--- config.mk ---
export PLATFORM = sky130hd
export DESIGN_NAME = swi_conditioner_flat
export DESIGN_NICKNAME = d
export VERILOG_FILES = /design/src/rtl/swi_conditioner_if.sv /design/src/rtl/swi_conditioner.sv /design/src/flat_wrapper.sv
export SDC_FILE = /design/constraint.sdc
export NUM_CORES = 1
export LEC_CHECK = 0
export ABC_AREA = 0
export CORE_UTILIZATION = 57
export CTS_BUF_LIST = sky130_fd_sc_hd__clkbuf_2 sky130_fd_sc_hd__clkbuf_4 sky130_fd_sc_hd__clkbuf_8
export DETAILED_ROUTE_END_ITERATION = 8
export PLACE_DENSITY = 0.95
export SETUP_SLACK_MARGIN = 0.02
export SLEW_MARGIN = 0
export SYNTH_ARGS = -nofsm -noshare
export SYNTH_HDL_FRONTEND = slang
export SYNTH_SLANG_ARGS = --single-unit
export TNS_END_PERCENT = 10
--- constraint.sdc ---
create_clock -name clk_2 -period 2.3 [get_ports clk_2]
set_clock_uncertainty 0.1 [all_clocks]
set_input_delay 0.46 -clock clk_2 [delete_from_list [all_inputs] [get_ports clk_2]]
set_output_delay 0.46 -clock clk_2 [all_outputs]
set_load 0.02 [all_outputs]
--- src/rtl/swi_conditioner_if.sv ---
// Switch-conditioning bus: raw switch levels in, debounced level/pulses/toggle out.
interface swi_conditioner_if #(
   parameter int unsigned NBITS = 8
);
   logic [NBITS-1:0] swi_raw;
   logic [NBITS-1:0] swi_clean;
   logic [NBITS-1:0] swi_rise;
   logic [NBITS-1:0] swi_fall;
   logic [NBITS-1:0] swi_toggle;
   logic             any_change;

   modport master (
      output swi_raw,
      input  swi_clean,
      input  swi_rise,
      input  swi_fall,
      input  swi_toggle,
      input  any_change
   );

   modport slave (
      input  swi_raw,
      output swi_clean,
      output swi_rise,
      output swi_fall,
      output swi_toggle,
      output any_change
   );
endinterface

--- src/rtl/swi_conditioner.sv ---
// Per-bit switch synchroniser and consecutive-sample debouncer with edge pulses and
// toggle state.
module swi_conditioner #(
   parameter int unsigned NBITS     = 8,
   parameter int unsigned DB_CYCLES = 4
) (
   input logic              clk_2,
   input logic              reset_n,
   swi_conditioner_if.slave bus
);

   localparam int unsigned    CntW   = (DB_CYCLES > 1) ? $clog2(DB_CYCLES) : 1;
   localparam logic [CntW-1:0] CntMax = CntW'(DB_CYCLES - 1);

   logic [NBITS-1:0] s1_q, s2_q;
   logic [NBITS-1:0] clean_q, clean_d;
   logic [NBITS-1:0] rise_q, rise_d;
   logic [NBITS-1:0] fall_q, fall_d;
   logic [NBITS-1:0] toggle_q, toggle_d;
   logic [CntW-1:0]  cnt_q [NBITS];
   logic [CntW-1:0]  cnt_d [NBITS];

   // The counter tops out at CntMax and is cleared on acceptance, so it never wraps.
   always_comb begin
      clean_d  = clean_q;
      toggle_d = toggle_q;
      rise_d   = '0;
      fall_d   = '0;
      for (int b = 0; b < int'(NBITS); b++) begin
         cnt_d[b] = '0;
         if (s2_q[b] != clean_q[b]) begin
            if (cnt_q[b] == CntMax) begin
               clean_d[b] = s2_q[b];
               rise_d[b]  = s2_q[b];
               fall_d[b]  = ~s2_q[b];
               if (s2_q[b]) begin
                  toggle_d[b] = ~toggle_q[b];
               end
            end else begin
               cnt_d[b] = cnt_q[b] + CntW'(1);
            end
         end
      end
   end

   always_ff @(posedge clk_2 or negedge reset_n) begin
      if (!reset_n) begin
         s1_q     <= '0;
         s2_q     <= '0;
         clean_q  <= '0;
         rise_q   <= '0;
         fall_q   <= '0;
         toggle_q <= '0;
         for (int b = 0; b < int'(NBITS); b++) begin
            cnt_q[b] <= '0;
         end
      end else begin
         s1_q     <= bus.swi_raw;
         s2_q     <= s1_q;
         clean_q  <= clean_d;
         rise_q   <= rise_d;
         fall_q   <= fall_d;
         toggle_q <= toggle_d;
         for (int b = 0; b < int'(NBITS); b++) begin
            cnt_q[b] <= cnt_d[b];
         end
      end
   end

   assign bus.swi_clean  = clean_q;
   assign bus.swi_rise   = rise_q;
   assign bus.swi_fall   = fall_q;
   assign bus.swi_toggle = toggle_q;
   assign bus.any_change = |(rise_q | fall_q);

endmodule

--- src/flat_wrapper.sv ---
// flat-port wrapper written by rule: the top's interface ports become plain ports
module swi_conditioner_flat 
#(
   parameter int unsigned NBITS     = 8,
   parameter int unsigned DB_CYCLES = 4
)
  (clk_2, reset_n, bus_swi_raw, bus_swi_clean, bus_swi_rise, bus_swi_fall, bus_swi_toggle, bus_any_change);
  swi_conditioner_if #(.NBITS(NBITS)) bus_i ();
  input logic clk_2;
  input logic reset_n;
  input wire logic [$bits(bus_i.swi_raw)-1:0] bus_swi_raw;
  output wire logic [$bits(bus_i.swi_clean)-1:0] bus_swi_clean;
  output wire logic [$bits(bus_i.swi_rise)-1:0] bus_swi_rise;
  output wire logic [$bits(bus_i.swi_fall)-1:0] bus_swi_fall;
  output wire logic [$bits(bus_i.swi_toggle)-1:0] bus_swi_toggle;
  output wire logic [$bits(bus_i.any_change)-1:0] bus_any_change;
  assign bus_i.swi_raw = bus_swi_raw;
  assign bus_swi_clean = bus_i.swi_clean;
  assign bus_swi_rise = bus_i.swi_rise;
  assign bus_swi_fall = bus_i.swi_fall;
  assign bus_swi_toggle = bus_i.swi_toggle;
  assign bus_any_change = bus_i.any_change;
  swi_conditioner #(.NBITS(NBITS), .DB_CYCLES(DB_CYCLES)) u_core (.clk_2(clk_2), .reset_n(reset_n), .bus(bus_i));
endmodule
[After elaboration in Yosys (flattened, before gate mapping)]
Cells that the tools add are included.
W data, S select, Z words.
Word-level totals
  flip-flop bits (word level): 64
  output and inout port bits: 33
Cells by class
  $add $sub $neg: 8
  equality and inequality tests: 16
  multiplexer cells: 48
  bitwise logic cells: 17
  reduce and logical (&&, ||, !) cells: 17
Operators with widths (count)
  $mux W1: 32
  $mux W2: 16
  $reduce_and A3 Y1: 8
  $add A2 B1 Y2 const B: 8
  $eq A2 B2 Y1 const B: 8
  $not A1 Y1: 16
  $reduce_and A2 Y1: 8
  $ne A1 B1 Y1: 8
  $or A8 B8 Y8: 1
  $reduce_or A8 Y1: 1

[Logic depth before layout (Yosys ltp)]
  word-level depth: 3
  depth in mapped cells: 3
  mapped depth without buffers: 3

[Least setup slack after synthesis]
No wires, ideal clock.
  kind: reg-to-output
  start: register u_core.rise_q[5], in the netlist u_core.bus.swi_rise[5]
  end: output port bus_any_change
  data arrival time: 0.977 ns
  required time: 1.740 ns
  path slack: 0.763 ns
  cell stages (with the launch flop): 3
  path buffers: 0
  path through: dfrtp_1 nor4_1 nand4_1
Between the ends
  cells in the longest elaborated chain, start to end: 2
Ends and longest elaborated chain
  start: declaration: line swi_conditioner.sv:17  | logic [NBITS-1:0] rise_q, rise_d;
  start signal: assignment: line swi_conditioner.sv:61  | rise_q <= rise_d;
  $or A8 B8 Y8: line swi_conditioner.sv:74  | assign bus.any_change = |(rise_q | fall_q);
  $reduce_or A8 Y1: line swi_conditioner.sv:74
  end: declaration: line flat_wrapper.sv:16  | output wire logic [$bits(bus_i.any_change)-1:0] bus_any_change;
No other way between the ends.

[Final worst setup path]
  start: register u_core.rise_q[1], in the netlist u_core.bus.swi_rise[1]
  end: output port bus_any_change
The elaborated chain is that of the path after synthesis.

==> impl_metrics.env <==
export IMPL_outcome="complete, no violations"
export IMPL_syn2layout_area_growth_pct=30.1
export IMPL_fmax_ghz=0.464
export IMPL_seq_power_share=0.462
export IMPL_clk_latency_ps=330
export IMPL_place_gp_congestion=0.727
export IMPL_cts_clk_slew_worst_paths_ps=70
export IMPL_crit_path_max_incr_delay_ps=400
export IMPL_avgSynthCellArea_um2=15.0
export IMPL_synth_common_cells="dfrtp_1 (64), xnor2_1 (13), inv_1 (10)"
export IMPL_post_drt_wl_per_cell_um=14.3
export IMPL_drive_above_1_share=0.130
export IMPL_hpwl_um=2650
export IMPL_synth_ff_type="dfrtp_1"
export IMPL_grt_pass1_wl_um=6200
export IMPL_netlist_area_um2=2210
export IMPL_die_h_um=64.3
export IMPL_yosysTopAreaCell="dfrtp_1"
export IMPL_hold_viol_final=0
export IMPL_synth_top_family_by_area="simple AND/OR/NAND/NOR gates"
export IMPL_cts_buffer_depth=2
export IMPL_muxShareOfSynthArea=0.0153
export IMPL_die_w_um=64.3
export IMPL_synth_simple_area_share=0.124
export IMPL_synthDistinctLibCells=15
export IMPL_synthTopCellsByArea="dfrtp_1 (72%), xnor2_1 (5.1%), ha_1 (4.5%)"
export IMPL_io_buffers=42
export IMPL_async_flop_share=1.00
export IMPL_die_area_um2=4140
export IMPL_synth_most_common_cell="dfrtp_1"
export IMPL_yosysWarnings=0
export IMPL_p_switching_w=0.00110
export IMPL_antenna_found_initial=0
export IMPL_maxCapViolCount=0
export IMPL_drc=0
export IMPL_worst_path_max_delay_cell="dfrtp_1"
export IMPL_numCtsBuffers=9
export IMPL_cp_top_family="simple AND/OR/NAND/NOR gates"
export IMPL_slew_viol_final=0
export IMPL_fin_tns_setup_ps=0
export IMPL_cp_max_fo=2
export IMPL_yosys_area_top_type_share=0.724
export IMPL_vias=1315
export IMPL_nNetsFinal=220
export IMPL_pwr_share_comb=0.305
export IMPL_fin_util=0.781
export IMPL_fin_worst_hold_slack_ps=7.54
export IMPL_synth_compound_area_frac=0.0113
export IMPL_routed_wl_um=3660
export IMPL_drtIter0Drc=63
export IMPL_synth_seq_area_share=0.724
export IMPL_grt_pass1_vias=1332
export IMPL_worstMarginPinSlew_ps=540
export IMPL_grt_max_degree=42
export IMPL_cts_resized=1
export IMPL_clkPwrFrac=0.233
export IMPL_syn_nets=166
export IMPL_finalSetupViolCount=0
export IMPL_viasPerCell=5.16
export IMPL_post_cts_setup_buffer_count=0
export IMPL_vdd_ir_drop_max_mv=0.769
export IMPL_synthAdderAreaFrac=0.0452
export IMPL_synth_cells=148
export IMPL_critPathBufInv=1
export IMPL_num_antenna_cells=0
export IMPL_p_int_w=0.00240
export IMPL_startpoint_type="register"
export IMPL_min_path_type="in -> async"
export IMPL_cts_root_buffer="clkbuf_8"
export IMPL_pin_count=43
export IMPL_cts_sinks=64
export IMPL_critPathCaptureType="primary output"
export IMPL_cts_tree="done"
export IMPL_rsz0062_at_grt="no"
export IMPL_path_cells="nor4_1, nand4_1, dlygate4sd2_1"
export IMPL_synth_seq_cells=64
export IMPL_critical_path_required_ps=1740
export IMPL_min_period_ps=2150
export IMPL_drt_pass1_iterations=4
export IMPL_core_area_um2=3690
export IMPL_ctsHoldBuffers=0
export IMPL_fill_cells=224
export IMPL_cp_arrival_ps=1590
export IMPL_drtAntennaViolNets=0
export IMPL_p_total_w=0.00350
export IMPL_switching_share=0.314
export IMPL_power_leakage_nw=1.38
export IMPL_synth_xor_area_share=0.0633
export IMPL_relSlewSlack=0.640
export IMPL_rows=22
export IMPL_start_util=0.600
export IMPL_grtUsageTotal=0.214
export IMPL_synth_edf_count=0
export IMPL_grt_overflow=0
export IMPL_h_tree_depth=3
export IMPL_finalCritPeriodShare=0.937
export IMPL_power_density_nw_per_um2=1220
export IMPL_crit_type="reg -> out"
stage by stage:
| stage | instances | setup WS, ps | cell area (µm²) |
|---|---|---|---|
| after global routing | 255 | 84.5 | 2880 |
| after floorplan | 148 | 763 | 2210 |
| after global placement | 239 | 337 | 2710 |
| final | 255 | 145 | 2880 |
| after detailed placement | 239 | 274 | 2710 |
| after CTS | 255 | 125 | 2880 |
state kept, by name, indices dropped and copies added, names as in the netlist:
| name | count |
|---|---|
| u_core.bus.swi_toggle | 8 |
| u_core.bus.swi_clean | 8 |
| u_core.bus.swi_fall | 8 |
| u_core.cnt_q | 16 |
| u_core.s1_q | 8 |
| u_core.s2_q | 8 |
| u_core.bus.swi_rise | 8 |
routing by layer:
metal | GRT usage | routed length, µm | vias up
met5 | 0 | 0 | -
met2 | 0.333 | 1810 | 41
met3 | 0.0839 | 261 | 8
met1 | 0.249 | 1490 | 663
met4 | 0.131 | 91 | 0
li1 | - | - | 603
cell families (layout without fill, tap and decap cells):
family                     Yosys count  after routing
adders and majority gates            8              8
muxes                                3              3
and+or+nand+nor                     42             42
AOI/OAI and AO/OA                    5              5
buffers and inverters               10             69
DFF                                 64             64
xor gates and xnor gates            16             16
final cells by class:
class	count	area [µm²]	area share
clock inverters	4	20.0	0.00695
inverters	10	37.5	0.0130
well taps	48	60.1	0.0209
multi-input cells	74	574	0.199
repair buffers	43	434	0.151
flip-flops and latches	64	1600	0.556
clock buffers	12	153	0.0530
final timing paths:
kind	startpoint	endpoint	slack, ps	depth (start not counted)
setup / recovery	u_core.bus.swi_rise[1]	bus_any_change	150	3
hold / removal	reset_n	u_core.s1_q[4]	8	1
setup reg to reg	u_core.cnt_q[12]	u_core.bus.swi_toggle[1]	1050	3
hold reg to reg	u_core.s1_q[7]	u_core.s2_q[7]	250	0
max in group asynchronous	reset_n	u_core.bus.swi_rise[2]	1510	2
min in group clk_2	u_core.s1_q[7]	u_core.s2_q[7]	250	0
power groups by stage:
stage	logic, W	clock network [W]	registers [W]
after CTS	0.00108	0.000843	0.00162
after global routing	0.00118	0.000885	0.00165
after detailed placement	0.00108	0	0.00164
after global placement	0.00103	0	0.00161
final	0.00107	0.000816	0.00162
after floorplan	0.000426	0	0.00179
placed cells by master (no fill, tap or decap), types with 2 or more instances in the layout:
| cell | instances |
|---|---|
| and3b_2 | 6 |
| o21ai_0 | 5 |
| nor3b_1 | 5 |
| clkinv_2 | 4 |
| nor3_1 | 8 |
| inv_1 | 10 |
| xnor2_1 | 13 |
| xor2_1 | 3 |
| mux2_2 | 3 |
| clkbuf_4 | 2 |
| clkdlybuf4s50_1 | 40 |
| dfrtp_1 | 64 |
| nor2b_1 | 8 |
| clkbuf_8 | 10 |
| nor4_1 | 4 |
| nand3b_1 | 5 |
| nand2_1 | 5 |
| ha_1 | 8 |
No activity file was read; power rests on OpenSTA's default activity.
